$ cat src/rtl/mem_access_unit.sv
// MEM-stage data-memory access unit: IDLE/REQ/DONE request-acknowledge FSM with byte lanes.
// Optional misaligned-word detection is compiled in with `define MEM_ALIGN_CHECK_EN.
module mem_access_unit #(
  parameter int ADDR_W = 32
) (
  input  logic              CLK,
  input  logic              CLR,
  input  logic              Size_In,
  input  logic              Enable_In,
  input  logic              rw_In,
  input  logic              Load_In,
  input  logic [ADDR_W-1:0] Addr_In,
  input  logic [31:0]       WData_In,
  output logic              Stall_Out,
  output logic [31:0]       Wb_Data_Out,
  output logic              Mem_Req_Out,
  output logic              Mem_We_Out,
  output logic [ADDR_W-1:0] Mem_Addr_Out,
  output logic [3:0]        Mem_Be_Out,
  output logic [31:0]       Mem_WData_Out,
  input  logic [31:0]       Mem_RData_In,
  input  logic              Mem_Ack_In,
  output logic              Err_Out
);

  typedef enum logic [1:0] {
    IDLE = 2'd0,
    REQ  = 2'd1,
    DONE = 2'd2
  } state_e;

  state_e            state_q, state_d;
  logic              size_q, size_d;
  logic              rw_q, rw_d;
  logic              load_q, load_d;
  logic [1:0]        lane_q, lane_d;
  logic              mem_req_q, mem_req_d;
  logic              mem_we_q, mem_we_d;
  logic [ADDR_W-1:0] mem_addr_q, mem_addr_d;
  logic [3:0]        mem_be_q, mem_be_d;
  logic [31:0]       mem_wdata_q, mem_wdata_d;
  logic [31:0]       rdata_q, rdata_d;
  logic              err_q, err_d;
  logic              misaligned_s;

  function automatic logic [3:0] byte_enables(input logic is_byte, input logic [1:0] lane);
    if (is_byte) begin
      byte_enables = 4'b0001 << lane;
    end else begin
      byte_enables = 4'hF;
    end
  endfunction

  // Read data is shifted down from its lane and zero-extended for byte loads
  function automatic logic [31:0] extract_lane(input logic [31:0] data, input logic is_byte,
                                               input logic [1:0] lane);
    if (is_byte) begin
      case (lane)
        2'd0:    extract_lane = {24'h000000, data[7:0]};
        2'd1:    extract_lane = {24'h000000, data[15:8]};
        2'd2:    extract_lane = {24'h000000, data[23:16]};
        2'd3:    extract_lane = {24'h000000, data[31:24]};
        default: extract_lane = 32'h00000000;
      endcase
    end else begin
      extract_lane = data;
    end
  endfunction

`ifdef MEM_ALIGN_CHECK_EN
  assign misaligned_s = ~Size_In & (Addr_In[1:0] != 2'b00);
`else
  assign misaligned_s = 1'b0;
`endif

  // Next-state and registered memory-port values
  always_comb begin
    state_d     = state_q;
    size_d      = size_q;
    rw_d        = rw_q;
    load_d      = load_q;
    lane_d      = lane_q;
    mem_req_d   = mem_req_q;
    mem_we_d    = mem_we_q;
    mem_addr_d  = mem_addr_q;
    mem_be_d    = mem_be_q;
    mem_wdata_d = mem_wdata_q;
    rdata_d     = rdata_q;
    err_d       = 1'b0;
    case (state_q)
      IDLE: begin
        if (Enable_In) begin
          size_d = Size_In;
          rw_d   = rw_In;
          load_d = Load_In;
          lane_d = Addr_In[1:0];
          if (misaligned_s) begin
            state_d   = DONE;
            err_d     = 1'b1;
            rdata_d   = 32'h00000000;
            mem_req_d = 1'b0;
            mem_we_d  = 1'b0;
          end else begin
            state_d     = REQ;
            mem_req_d   = 1'b1;
            mem_we_d    = rw_In;
            mem_addr_d  = {Addr_In[ADDR_W-1:2], 2'b00};
            mem_be_d    = byte_enables(Size_In, Addr_In[1:0]);
            mem_wdata_d = Size_In ? {4{WData_In[7:0]}} : WData_In;
          end
        end else begin
          state_d = IDLE;
        end
      end
      REQ: begin
        if (Mem_Ack_In) begin
          state_d   = DONE;
          mem_req_d = 1'b0;
          mem_we_d  = 1'b0;
          if (!rw_q) begin
            rdata_d = extract_lane(Mem_RData_In, size_q, lane_q);
          end else begin
            rdata_d = rdata_q;
          end
        end else begin
          state_d = REQ;
        end
      end
      DONE: begin
        state_d = IDLE;
      end
      default: begin
        state_d   = IDLE;
        mem_req_d = 1'b0;
        mem_we_d  = 1'b0;
      end
    endcase
  end

  // State and output registers, synchronous active-low clear
  always_ff @(posedge CLK) begin
    if (!CLR) begin
      state_q     <= IDLE;
      size_q      <= 1'b0;
      rw_q        <= 1'b0;
      load_q      <= 1'b0;
      lane_q      <= 2'b00;
      mem_req_q   <= 1'b0;
      mem_we_q    <= 1'b0;
      mem_addr_q  <= '0;
      mem_be_q    <= 4'h0;
      mem_wdata_q <= 32'h00000000;
      rdata_q     <= 32'h00000000;
      err_q       <= 1'b0;
    end else begin
      state_q     <= state_d;
      size_q      <= size_d;
      rw_q        <= rw_d;
      load_q      <= load_d;
      lane_q      <= lane_d;
      mem_req_q   <= mem_req_d;
      mem_we_q    <= mem_we_d;
      mem_addr_q  <= mem_addr_d;
      mem_be_q    <= mem_be_d;
      mem_wdata_q <= mem_wdata_d;
      rdata_q     <= rdata_d;
      err_q       <= err_d;
    end
  end

  // Stall is combinational so the pipeline freezes in the cycle the access appears
  assign Stall_Out     = ((state_q == IDLE) & Enable_In) | (state_q == REQ);
  assign Wb_Data_Out   = ((state_q == DONE) & load_q & ~rw_q) ? rdata_q : 32'(Addr_In);
  assign Mem_Req_Out   = mem_req_q;
  assign Mem_We_Out    = mem_we_q;
  assign Mem_Addr_Out  = mem_addr_q;
  assign Mem_Be_Out    = mem_be_q;
  assign Mem_WData_Out = mem_wdata_q;
  assign Err_Out       = err_q;

endmodule

$ cat config.mk
export PLATFORM = sky130hd
export DESIGN_NAME = mem_access_unit
export DESIGN_NICKNAME = d
export VERILOG_FILES = /design/src/rtl/mem_access_unit.sv
export SDC_FILE = /design/constraint.sdc
export NUM_CORES = 1
export LEC_CHECK = 0
export CAP_MARGIN = 5
export CORE_MARGIN = 2
export CORE_UTILIZATION = 39
export DETAILED_ROUTE_END_ITERATION = 10
export PLACE_DENSITY = 0.83
export SLEW_MARGIN = 20
export SYNTH_ARGS = -nofsm -noshare
export SYNTH_HDL_FRONTEND = slang
export SYNTH_SLANG_ARGS = --single-unit
$ cat constraint.sdc
create_clock -name CLK -period 1.3 [get_ports CLK]
set_input_delay 0.26 -clock CLK [delete_from_list [all_inputs] [get_ports CLK]]
set_output_delay 0.26 -clock CLK [all_outputs]
set_load 0.005 [all_outputs]
# Word level (Yosys, flattened, before mapping)
# Index checks and enable logic that the tools add are counted.
[word_totals] wordCells=43 in_bits=103 ff_bits=107 out_inout_bits=104
[op_classes] n_shift=1 muxes=13 reduce_logical=5 n_eq_ne=7 bitwise_logic=6
[ops] cell="$pmux 32 s4" n=1
[ops] cell="$mux 32" n=3
[ops] cell="$eq 2x2->1 const B" n=3
[ops] cell="$pmux 1 s3" n=2
[ops] cell="$reduce_and 3->1" n=2
[ops] cell="$eq 2x1->1 const B" n=2
[ops] cell="$logic_not 2->1" n=2
[ops] cell="$mux 1" n=4
[ops] cell="$mux 4" n=1
[ops] cell="$ne 2x2->1 const B" n=2
[ops] cell="$pmux 2 s2" n=1
[ops] cell="$shl 1x2->4 const A" n=1
[ops] cell="$and 1x1->1" n=3
[ops] cell="$mux 2" n=1
[ops] cell="$not 1->1" n=2
[ops] cell="$reduce_and 2->1" n=1
[ops] cell="$or 1x1->1" n=1

# Depth between registers and ports, before layout
# Gate-level depths: netlist of run 1.
[logic_depth] depth_word=4 ltp_mapped=6 ltp_nobuf=3

# Worst setup path after synthesis of run 1
# No wires, ideal clock.
[synth_timing] kind="register -> output" startpoint="register state_q[1]" endpoint="output port Wb_Data_Out[11]" slack_ns=-0.163 n_path_buf=2 path_stages_with_launch=5 required_ns=1.040 arrival_time_ns=1.203 path_cell_list="dfxtp_1 -> and4bb_1 -> buf_4 -> buf_6 -> mux2_2"
[synth_via] elab_chain_len=4
[synth_rtl] item="from (decl)" line="32" rtl="state_e state_q, state_d;"
[synth_rtl] item="from (signal assigned)" line="156" rtl="state_q <= state_d;"
[synth_rtl] item="$eq 2x2->1" line="173" rtl="assign Wb_Data_Out = ((state_q == DONE) & load_q & ~rw_q) ? rdata_q : 32'(Addr_In);"
[synth_rtl] item="$and 1x1->1 (2 in series)" line="173"
[synth_rtl] item="$mux 32" line="173"
[synth_rtl] item="to (decl)" line="15" rtl="output logic [31:0] Wb_Data_Out,"
# No other way between the ends.

# Worst setup path after layout of run 1
[layout_timing] startpoint="register rw_q" endpoint="output port Wb_Data_Out[19]"
[layout_via] elab_chain_len=3
[layout_rtl] item="from (decl)" line="34" rtl="logic rw_q, rw_d;"
[layout_rtl] item="from (signal assigned)" line="158" rtl="rw_q <= rw_d;"
[layout_rtl] item="$not 1->1" line="173"
[layout_rtl] item="$and 1x1->1" line="173"
[layout_rtl] item="$mux 32" line="173"
# No other way between the ends.

==> results of run 1 <==
==> worst register-to-register path, stage by stage, from the launching register on <==
cell and delay [ns]:
dfxtp_2 0.33, buf_6 0.11, buf_6 0.10, buf_6 0.10, buf_6 0.10, buf_8 0.13
nor3b_4 0.22, buf_6 0.16, buf_12 0.16, buf_12 0.13, clkbuf_16 0.14, nand2_2 0.04
o211a_1 0.11
==> what timing repair did <==
item,CTS,global route
gates cloned,12,5
buffers inserted,19,16
setup endpoints to repair,202,136
pin swaps,10,38
hold endpoints to repair,0,0
resized for setup,287,153
==> power groups by stage <==
stage	sequential [mW]	clock (mW)	combinational (mW)
2_1_floorplan	3.67	0	0.705
4_1_cts	3.60	2.58	1.91
3_3_place_gp	3.67	0	1.68
3_5_place_dp	3.68	0	1.73
5_1_grt	3.65	2.73	2.32
6_report	3.63	2.55	2.20
==> registers in the layout, indices dropped and copies added, names as in the netlist <==
signal / flops
size_q: 1
Mem_Req_Out: 1
lane_q: 2
load_q: 1
state_q: 2
Mem_Be_Out: 4
Mem_WData_Out: 32
rdata_q: 32
Mem_Addr_Out: 30
Mem_We_Out: 1
rw_q: 1
==> kinds of logic (layout without fill, tap and decap cells) <==
family | Yosys count | after routing | synth area share (%)
multiplexers | 57 | 57 | 12.18
other | 1 | 3 | 0.07465
buffers and inverters | 51 | 301 | 6.501
AO/OA/AOI/OAI | 126 | 126 | 19.98
AND/OR/NAND/NOR | 197 | 197 | 18.63
flip-flops | 107 | 107 | 42.64
==> cells in the mapped netlist (9+ instances only) <==
master,number
nand2_1,138
dfxtp_1,107
a21boi_1,62
mux2_2,32
o211a_1,28
nand3b_1,27
mux2i_1,24
buf_2,21
clkbuf_1,12
buf_6,11
nand3_1,11
nor2b_1,9
==> layout make-up <==
class / instances / area [um2]
clock buffers: 11 / 232.7
clock inverters: 5 / 38.79
fillers: 901 / 3623
multi-input cells: 383 / 3222
flip-flops and latches: 107 / 2158
well taps: 172 / 215.2
repair buffers: 285 / 3129
==> how the worst max path moves through the flow <==
stage	startpoint	endpoint	slack [ns]	cells past startpoint
global route	rw_q	Wb_Data_Out[16]	-0.80	6
CTS	state_q[0]	Wb_Data_Out[18]	-0.78	6
global placement	rw_q	Wb_Data_Out[29]	-0.63	4
finish	rw_q	Wb_Data_Out[19]	-0.76	6
floorplan	rw_q	Wb_Data_Out[10]	-0.11	4
detailed placement	state_q[0]	Wb_Data_Out[19]	-0.67	4
==> per-stage QoR <==
step | setup TNS, ns | setup slack, ns | hold WS, ns | std cells
2_1_floorplan | -3.165 | -0.1055 | 0.3382 | 541
3_3_place_gp | -62.86 | -0.6288 | 0.4388 | 905
3_5_place_dp | -68.29 | -0.6686 | 0.4445 | 905
4_1_cts | -33.74 | -0.7822 | 0.2946 | 948
5_1_grt | -81.04 | -0.7993 | 0.3214 | 963
6_report | -73.65 | -0.7591 | 0.3154 | 963
==> layer usage <==
metal	global-route usage (%)	up-vias	routed length, um
met5	0	-	0
met4	9.563	0	543
met3	7.074	38	1400
met2	46.20	250	9983
met1	28.65	2540	7451
li1	-	2377	-
==> impl_results.md, run 1 <==
- FF-to-FF path depth: 12
- Failing checks: setup timing
- Period utilization: 158.4%
- Critical path's most frequent cell: buf_12
- Total power: 8.375 mW
- Clock transition at path regs: 0.07 ns
- Outcome: finished, violations left
- Switching pwr: 2.281 mW
- Initial antenna violation count: 0
- Buffers and inverters on the worst path: 4
- Number of synthesized register bits: 107
- Clock Power Share: 30.4%
- WL/cell: 20.12 um
- DRT antenna net count: 0
- Largest delay share family, worst path: buffers and inverters
- RSZ-0062 raised after global routing: true
- Die ar.: 13810 um2
- Total track usage: 25.59%
- Final Hold Fails: 0
- Worst VDD drop: 675.7 uV
- Reg-to-reg slack, setup: -0.62 ns
- Final clock skew: 0.008547 ns
- Rows: 41
- WS Path Type: reg -> out
- Finished Core Util: 71.29%
- Fin area: 8996 um2
- Via count: 5205
- DP Area: 7493 um2
- Commonest non-fill, non-tap cell in the layout: clkdlybuf4s50_1
- CTS tree: built
- Pwr Density: 931.0 nW/um2
- Final setup violation count: 140
- Hold Crit Start: CLR
- Synth Warn #: 0
- Hold Path End: Mem_We_Out
- Die Ht: 117.5 um
- First-pass GRT wire length: 28.00 mm
- Relative slew slack: 56.05%
- Type of the worst min-delay path: in -> reg
- CP max stage cell: and4bb_4
- Ports: 207
- Startpoint types: flip-flop
- Seq pwr share: 43.4%
- Setup crit end kind: output port
- Critical Path RT: 1.04 ns
- Cell Int Power: 6.094 mW
- P&R area growth vs syn: 79.08%
- Maximum clock insertion buffer count: 2
- Nets@finish: 889
- Clock latency on the worst-skew pair: 0.34 ns
- Final Max Slew Viols: 0
- GR Overflow Total: 0
- Core Region: 12620 um2
- Final min period: 2.059 ns
- Cell count after synthesis: 539
- Most frequent cells in the layout: clkdlybuf4s50_1, dfxtp_1, nand2_1, dlygate4sd2_1, buf_6
- Post-route DRC violation count: 0
- Mean Syn Cell Area: 9.320 um2
- DIE WIDTH: 117.5 um
- CTS root buffer: clkbuf_16
- Arrival time worst endpoint: 1.80 ns
- RR Endpoint: Mem_WData_Out[24]
- Top FF cell, synth: dfxtp_1
- Post-Syn Area: 5024 um2
- Synth area leaders: dfxtp_1, nand2_1, a21boi_1
- PortBufs: 203
- Worst Tran Pin Value: 0.6553 ns
- Initial drt markers: 311
- Pre-Repair DR Iteration Count: 4
- Post-synthesis async set-or-reset flop share: 0%
- Final WL: 19.38 mm
- Leakage: 4.077 nW
- F_max: 485.7 MHz
- Share of layout cells above drive strength 1: 35.90%
- Cell variety after synth: 34
- Detailed Place HPWL: 12.19 mm
- H-Tree Depth: 3
- Largest net degree at the start of global routing: 41
- Post-route worst setup slack: -0.7591 ns
- Leading area contributor after synthesis: dfxtp_1
- Vias in the first global route: 5259
- CP peak stage delay: 0.37 ns
- Sw frac: 27.23%
- WHS Path Cells: 2
- Num CTS Buffers: 9
- EDFF count, synth: 0
- Post-DR vias/cell: 5.405
- CTS Hold Buffers Added: 0
- Max-Cap Viols: 0
- Worst reg2reg path startpoint: state_q[0]
- CP Cell Sequence: and4bb_4 > buf_12 > buf_12 > buf_12 > mux2_4 > buf_6
- Ant. Diodes: 0
- Synth top area share: 42.64%
- Gp weighted congestion: 0.8722
- CP Max Fanout: 7
- Clk sink count: 107
- Comb power frac: 26.2%
- Post-synthesis sequential area ratio: 42.64%
- Starting Density: 39.81%
Power figures use the tool's default switching activity.
==> inputs of run 2 (changes only) <==
CORE_UTILIZATION = 43   (was 39)
GPL_ROUTABILITY_DRIVEN = 0   (was not set)
PLACE_DENSITY = 0.86   (was 0.83)
clock period = 2.3 ns   (was 1.3 ns; I/O delays follow)
==> impl_results.md, run 2 (synthesized netlist as in run 1, its figures left out) <==
- Outcome: finished, violations left
- Failing checks: setup timing
- GR Overflow Total: 0 (unchanged)
- DP Area: 7113 um2 (-5.1%)
- Final setup violation count: 6 (-96%)
- Final WL: 15.83 mm (-18%)
- Clock Power Share: 32.9% (+2.5 points)
- Switching pwr: 1.124 mW (-51%)
- Rows: 39 (-4.9%)
- DIE WIDTH: 112.1 um (-4.6%)
- Clock transition at path regs: 0.07 ns (about the same)
- Clk sink count: 107 (unchanged)
- Finished Core Util: 65.84% (-5.4 points)
- Worst reg2reg path startpoint: state_q[1]
- CTS root buffer: clkbuf_16
- WL/cell: 17.96 um (-11%)
- Max-Cap Viols: 0 (unchanged)
- P&R area growth vs syn: 49.66%
- Post-DR vias/cell: 5.361 (-0.81%)
- Initial drt markers: 248 (-20%)
- Ant. Diodes: 0 (unchanged)
- CP Max Fanout: 7 (unchanged)
- WS Path Type: reg -> out
- Pre-Repair DR Iteration Count: 4 (unchanged)
- Initial antenna violation count: 0 (unchanged)
- Setup crit end kind: output port
- Fin area: 7518 um2 (-16%)
- Reg-to-reg slack, setup: 0.78 ns (+1.40 ns)
- Num CTS Buffers: 9 (unchanged)
- Sw frac: 25.71% (-1.5 points)
- Final min period: 2.366 ns
- Final Max Slew Viols: 0 (unchanged)
- Relative slew slack: 61.16% (+5.1 points)
- First-pass GRT wire length: 25.09 mm (-10%)
- Largest net degree at the start of global routing: 72 (+76%)
- Maximum clock insertion buffer count: 2 (unchanged)
- Core Region: 11420 um2 (-9.5%)
- Worst VDD drop: 363.0 uV (-46%)
- Die ar.: 12560 um2 (-9.0%)
- Startpoint types: flip-flop
- Via count: 4723 (-9.3%)
- F_max: 422.7 MHz
- Final Hold Fails: 0 (unchanged)
- PortBufs: 203 (unchanged)
- FF-to-FF path depth: 5 (-7)
- Nets@finish: 836 (-6.0%)
- H-Tree Depth: 3 (unchanged)
- Leakage: 3.124 nW (-23%)
- Total Neg Setup Slack: -0.1134 ns (+73.54 ns)
- Vias in the first global route: 4855 (-7.7%)
- Cell Int Power: 3.248 mW (-47%)
- DRT antenna net count: 0 (unchanged)
- WHS: 0.4528 ns (+0.1374 ns)
- Commonest non-fill, non-tap cell in the layout: clkdlybuf4s50_1
- Comb power frac: 20.4% (-5.8 points)
- Seq pwr share: 46.7% (+3.3 points)
- Total track usage: 24.79% (-0.80 points)
- Arrival time worst endpoint: 1.91 ns (+0.11 ns)
- Final clock skew: 0.006312 ns (-0.002236 ns)
- CTS tree: built
- Die Ht: 112.1 um (-4.6%)
- Critical Path RT: 1.84 ns (+0.80 ns)
- Pwr Density: 581.5 nW/um2 (-38%)
- Share of layout cells above drive strength 1: 14.63% (-21 points)
- RR Endpoint: rdata_q[4]
- Worst Setup EP: Wb_Data_Out[15]
- Type of the worst min-delay path: reg -> reg
- Worst Tran Pin Value: 0.5825 ns (-0.07274 ns)
- Crit. Startpoint: state_q[0]
- Detailed Place HPWL: 11.04 mm (-9.4%)
- Starting Density: 44.00% (+4.2 points)
- Post-route worst setup slack: -0.06574 ns (+0.6933 ns)
- Ports: 207 (unchanged)
- Post-route DRC violation count: 0 (unchanged)
- Period utilization: 102.9%
- Most frequent cells in the layout: clkdlybuf4s50_1, nand2_1, dfxtp_1, a21boi_1, o211a_1
- RSZ-0062 raised after global routing: true
- Clock latency on the worst-skew pair: 0.33 ns (about the same)
==> run 2: metal layers <==
layer	global-route usage [%]	routed length, um	vias to the layer above
met5	0	0	-
met4	8.618	348	0
met3	7.937	1385	22
met2	43.53	8002	192
met1	28.45	6088	2240
li1	-	-	2269
==> run 2: critical path, stage by stage (launching register included) <==
cell,delay (ns)
dfxtp_1,0.31
and4bb_4,0.36
buf_12,0.11
buf_8,0.11
buf_16,0.12
mux2_4,0.29
dlygate4sd2_1,0.26
==> run 2: power by group through the flow <==
stage,Clock [mW],Combinational [mW],Sequential [mW]
final,1.44,0.892,2.04
after global routing,1.55,0.963,2.05
after CTS,1.48,0.895,2.04
after detailed placement,0,0.894,2.08
after global placement,0,0.872,2.07
after floorplan,0,0.382,2.07
==> run 2: repair_timing <==
| action | CTS | global route |
|---|---|---|
| gates cloned | 3 | 0 |
| gates resized for setup | 112 | 18 |
| setup endpoints to repair | 32 | 30 |
| setup buffers | 9 | 2 |
| hold buffers | 0 | 0 |
| pin swaps | 1 | 1 |
==> run 2: final cells by class <==
type / count / area (um2)
Sequential cell: 107 / 2143
Fill cell: 877 / 3900
Clock inverter: 5 / 37.54
Timing Repair Buffer: 232 / 2317
Clock buffer: 11 / 232.7
Multi-Input combinational cell: 383 / 2609
Tap cell: 143 / 178.9
==> run 2: through the flow <==
step / instances / setup WS (ns) / power, mW
after detailed placement: 854 / 0.1325 / 2.975
final: 881 / -0.06574 / 4.372
after global placement: 854 / 0.1168 / 2.945
after floorplan: 541 / 0.6367 / 2.454
after CTS: 882 / -0.1296 / 4.410
after global routing: 881 / -0.1167 / 4.562
==> run 2: worst min path at each step <==
stage,depth (start not counted),startpoint,slack [ns],end
finish,2,Mem_WData_Out[5],0.45,Mem_WData_Out[5]
global route,2,rdata_q[11],0.47,rdata_q[11]
CTS,2,rdata_q[17],0.45,rdata_q[17]
detailed placement,2,Mem_Addr_Out[4],0.44,Mem_Addr_Out[4]
global placement,2,Mem_Addr_Out[11],0.44,Mem_Addr_Out[11]
floorplan,2,rdata_q[10],0.43,rdata_q[10]
==> inputs of run 3 (changes only) <==
CORE_UTILIZATION = 40   (was 43)
PLACE_DENSITY = 0.81   (was 0.86)
clock period = 2.35 ns   (was 2.3 ns; I/O delays follow)
==> impl_results.md, run 3 (synthesized netlist as in run 1, its figures left out) <==
- Outcome: completed
- P&R area growth vs syn: 49.79% (about the same)
- Sw frac: 25.03% (-0.68 points)
- Pre-Repair DR Iteration Count: 4 (unchanged)
- H-Tree Depth: 3 (unchanged)
- Num CTS Buffers: 9 (unchanged)
- Sequential cell area: 2143 um2 (unchanged)
- DP Area: 7129 um2 (+0.23%)
- Total Neg Setup Slack: 0 ns (+0.1134 ns)
- Commonest non-fill, non-tap cell in the layout: clkdlybuf4s50_1
- Area of the multi-input gates: 2613 um2 (+0.14%)
- CTS root buffer: clkbuf_16
- Fin area: 7525 um2 (about the same)
- Type of the worst min-delay path: reg -> reg
- DIE WIDTH: 116.1 um (+3.6%)
- RSZ-0062 raised after global routing: false
- Critical Path RT: 1.88 ns (+0.04 ns)
- Ant. Diodes: 0 (unchanged)
- Leakage: 3.105 nW (-0.60%)
- CP Max Fanout: 6 (-1)
- First-pass GRT wire length: 24.17 mm (-3.7%)
- WS Path Type: reg -> out
- Die ar.: 13470 um2 (+7.2%)
- Arrival time worst endpoint: 1.85 ns (-0.06 ns)
- Share of layout cells above drive strength 1: 13.64% (-0.99 points)
- Nets@finish: 831 (-0.60%)
- Most frequent cells in the layout: clkdlybuf4s50_1, nand2_1, dfxtp_1, a21boi_1, o211a_1
- Worst VDD drop: 337.5 uV (-7.0%)
- # placed instances: 877 (+2.7%)
- Final min period: 2.319 ns
- Setup crit end kind: output port
- CTS tree: built
- Switching pwr: 1.113 mW (-1.0%)
- WL/cell: 17.45 um (-2.9%)
- GR Overflow Total: 0 (unchanged)
- Final WL: 15.72 mm (-0.67%)
- Pwr Density: 590.8 nW/um2 (+1.6%)
- Maximum clock insertion buffer count: 2 (unchanged)
- Clk sink count: 107 (unchanged)
- Largest net degree at the start of global routing: 87 (+21%)
- Cell Int Power: 3.333 mW (+2.6%)
- Via count: 4688 (-0.74%)
- Total power: 4.446 mW (+1.7%)
- Worst reg2reg path startpoint: state_q[1]
- WHS: 0.4546 ns (+0.001817 ns)
- Detailed Place HPWL: 11.15 mm (+0.96%)
- Rows: 40 (+2.6%)
- F_max: 431.2 MHz
- Post-DR vias/cell: 5.203 (-2.9%)
- Setup WS pre-CTS: 0.1790 ns (+0.04650 ns)
- Seq pwr share: 45.0% (-1.7 points)
- Comb power frac: 19.4% (-1.0 points)
- Post-Layout Cell Count: 901 (+2.3%)
- Ports: 207 (unchanged)
- Initial drt markers: 246 (-0.81%)
- Final setup violation count: 0 (-6)
- Final clock skew: 0.007154 ns (+0.0008422 ns)
- Post-route DRC violation count: 0 (unchanged)
- DRT antenna net count: 0 (unchanged)
- Crit. Startpoint: state_q[0]
- Total track usage: 23.18% (-1.6 points)
- Starting Density: 41.48% (-2.5 points)
- Period utilization: 98.68%
- Finished Core Util: 62.13% (-3.7 points)
- Initial antenna violation count: 1 (+1)
- Filler instances: 1029 (+17%)
- Clock Power Share: 35.6% (+2.7 points)
- Final Max Slew Viols: 0 (unchanged)
- Die Ht: 116.1 um (+3.6%)
- Relative slew slack: 58.08% (-3.1 points)
- Clock latency on the worst-skew pair: 0.35 ns (+0.02 ns)
- Clock transition at path regs: 0.07 ns (about the same)
- PortBufs: 203 (unchanged)
- Vias in the first global route: 4866 (+0.23%)
- Hold Crit Start: Mem_Addr_Out[22]
- Post-route worst setup slack: 0.03105 ns (+0.09679 ns)
- Final Hold Fails: 0 (unchanged)
- Core Region: 12110 um2 (+6.1%)
- Max-Cap Viols: 0 (unchanged)
- Worst Tran Pin Value: 0.6279 ns (+0.04537 ns)
- Startpoint types: flip-flop
## run 3: cell count changes in the layout (fill, tap and decap cells not counted), moves of 2 or more
cell and delta:
clkdlybuf4s15_1 +6, clkbuf_2 -3, buf_6 -6, buf_4 -4, buf_2 +5, clkbuf_8 +2
clkbuf_1 -2
## run 3: worst max-delay path, cell delays in order, from the launching register on
cell and delay (ns):
dfxtp_1 0.31, and4bb_4 0.40, buf_6 0.14, buf_16 0.12, mux2_2 0.32, clkdlybuf4s15_1 0.20
## run 3: final timing paths
check	to	slack (ns)	cells past startpoint
min	Mem_Addr_Out[22]	0.45	2
max reg2reg	Mem_Be_Out[0]	0.73	5
min reg2reg	Mem_Addr_Out[22]	0.45	2
max	Wb_Data_Out[19]	0.03	5
## run 3: timing repair
action	4_1_cts	5_1_grt
pin swaps	1	1
cloned	3	0
hold buffers	0	0
resized for setup	112	7
endpoints found under the setup margin	32	19
setup buffers	7	0
## run 3: layout make-up
type | instances | area share (%)
clock buffers | 11 | 3.359
well taps | 168 | 2.793
repair buffers | 227 | 29.85
flip-flops and latches | 107 | 28.48
multi-input cells | 383 | 34.72
clock inverters | 5 | 0.7981
## run 3: power groups by stage
stage / sequential, mW / combinational (mW) / clock [mW]
after detailed placement: 2.04 / 0.873 / 0
after global routing: 2.01 / 0.933 / 1.66
after floorplan: 2.03 / 0.374 / 0
after CTS: 2.00 / 0.870 / 1.61
after global placement: 2.03 / 0.851 / 0
final: 2.00 / 0.862 / 1.58
## run 3: layer usage
metal  part of all wire (%)  global-route usage, %  vias to the layer above  wire (um)
li1                       -                      -                     2260          -
met1                     39                  25.42                     2202       6150
met2                     49                  41.40                      196       7711
met3                    9.2                  7.165                       28       1454
met4                    2.5                  9.841                        2        396
met5                  0.045                      0                        -          7
==> RTL change: new RTL, settings of run 1 <==
Build with the macro `MEM_ALIGN_CHECK_EN` defined.
--- a/src/rtl/mem_access_unit.sv
+++ b/src/rtl/mem_access_unit.sv
@@ -1,5 +1,7 @@
 // MEM-stage data-memory access unit: IDLE/REQ/DONE request-acknowledge FSM with byte lanes.
 // Optional misaligned-word detection is compiled in with `define MEM_ALIGN_CHECK_EN.
+`define MEM_ALIGN_CHECK_EN
+
 module mem_access_unit #(
   parameter int ADDR_W = 32
 ) (
Formal check against the unedited RTL: not equivalent (Yosys sat finds a counterexample within 4 cycles, from zero or initial values).
==> RTL change against run 1 <==
The run still ends with setup timing left. Setup slack worse by 0.024 ns. Routed wire length grew 7.4%. Synthesized area shrank 1.3%. Final area rose by 2.2%. Global-route usage up 3.2 points. Sequential cell count up 1. Register-to-register slack improved by 0.16 ns. Maximum frequency down 1.2%. Power increased by 3.5%. Critical endpoint is now Wb_Data_Out[13]. Highest routed layer unchanged.
==> RTL change: results (changes against run 1) <==
* First-pass GRT wire length at 29.33 mm (was 28.00 mm)
* Routed WL at 20.82 mm (was 19.38 mm)
* Vias in the first global route at 5328 (was 5259)
* GP Congestion at 0.8137 (was 0.8722)
* Clock Power Share at 0.290 (was 0.304)
* Nets at 897 (was 889)
* Failing checks: setup timing (unchanged)
* Post-Synth XOR/XNOR Area at 0.001767 (was 0)
* Layout cells sized above 1 at 0.3932 (was 0.3590)
* Clkbuf count at 10 (was 11)
* Met3 routed WL at 1.498 mm (was 1.400 mm)
* Register share of total power at 0.420 (was 0.434)
* Initial antenna violation count at 1 (was 0)
* Crit path DAT at 1.82 ns (was 1.80 ns)
* Internal Pwr Total at 6228 uW (was 6094 uW)
* Slew margin rel. at 0.6476 (was 0.5605)
* Status: complete, but fails checks (unchanged)
* Global Route met1 Usage at 0.3171 (was 0.2865)
* Vias/cell at 5.380 (was 5.405)
* Setup crit end: Wb_Data_Out[13] (was Wb_Data_Out[19])
* Seq/total area at 0.2389 (was 0.2399)
* Inverters excl. clock at 1 (was 0)
* Met2 usage at 0.5106 (was 0.4620)
* Layout clock area frac at 0.02680 (was 0.03018)
* Final setup violating endpoints at 140 (unchanged)
* Routed length on met2 at 10.66 mm (was 9.983 mm)
* Non-Clock Buffer Count at 296 (was 285)
* Final worst setup slack at -0.7835 ns (was -0.7591 ns)
* Top post-synthesis cells by count: nand2_1, dfxtp_1, mux2i_1 (was nand2_1, dfxtp_1, a21boi_1)
* Met3 Usage GRT at 0.07732 (was 0.07074)
* Flop2flop setup slack at -0.46 ns (was -0.62 ns)
-- RTL change: metrics by stage --
stage | TNS (ns) | cell area [sq um] | std cells | setup slack [ns] | utilization
after floorplan | -25.35 | 5140 | 532 | -0.3023 | -
after global routing | -68.04 | 9195 | 968 | -0.8169 | 0.7346
after CTS | -55.22 | 8982 | 972 | -0.7731 | 0.7176
after global placement | -80.57 | 7565 | 908 | -0.7112 | 0.6044
final | -62.93 | 9198 | 969 | -0.7835 | 0.7348
after detailed placement | -82.16 | 7565 | 908 | -0.7428 | 0.6044
-- RTL change: how the worst min path moves through the flow --
stage | to | slack, ns | cells past startpoint
6_report | Mem_Addr_Out[9] | 0.41 | 3
5_1_grt | Mem_Addr_Out[9] | 0.42 | 3
4_1_cts | state_q[0] | 0.36 | 4
3_5_place_dp | rdata_q[31] | 0.45 | 2
3_3_place_gp | rdata_q[31] | 0.44 | 2
2_1_floorplan | rdata_q[10] | 0.39 | 1
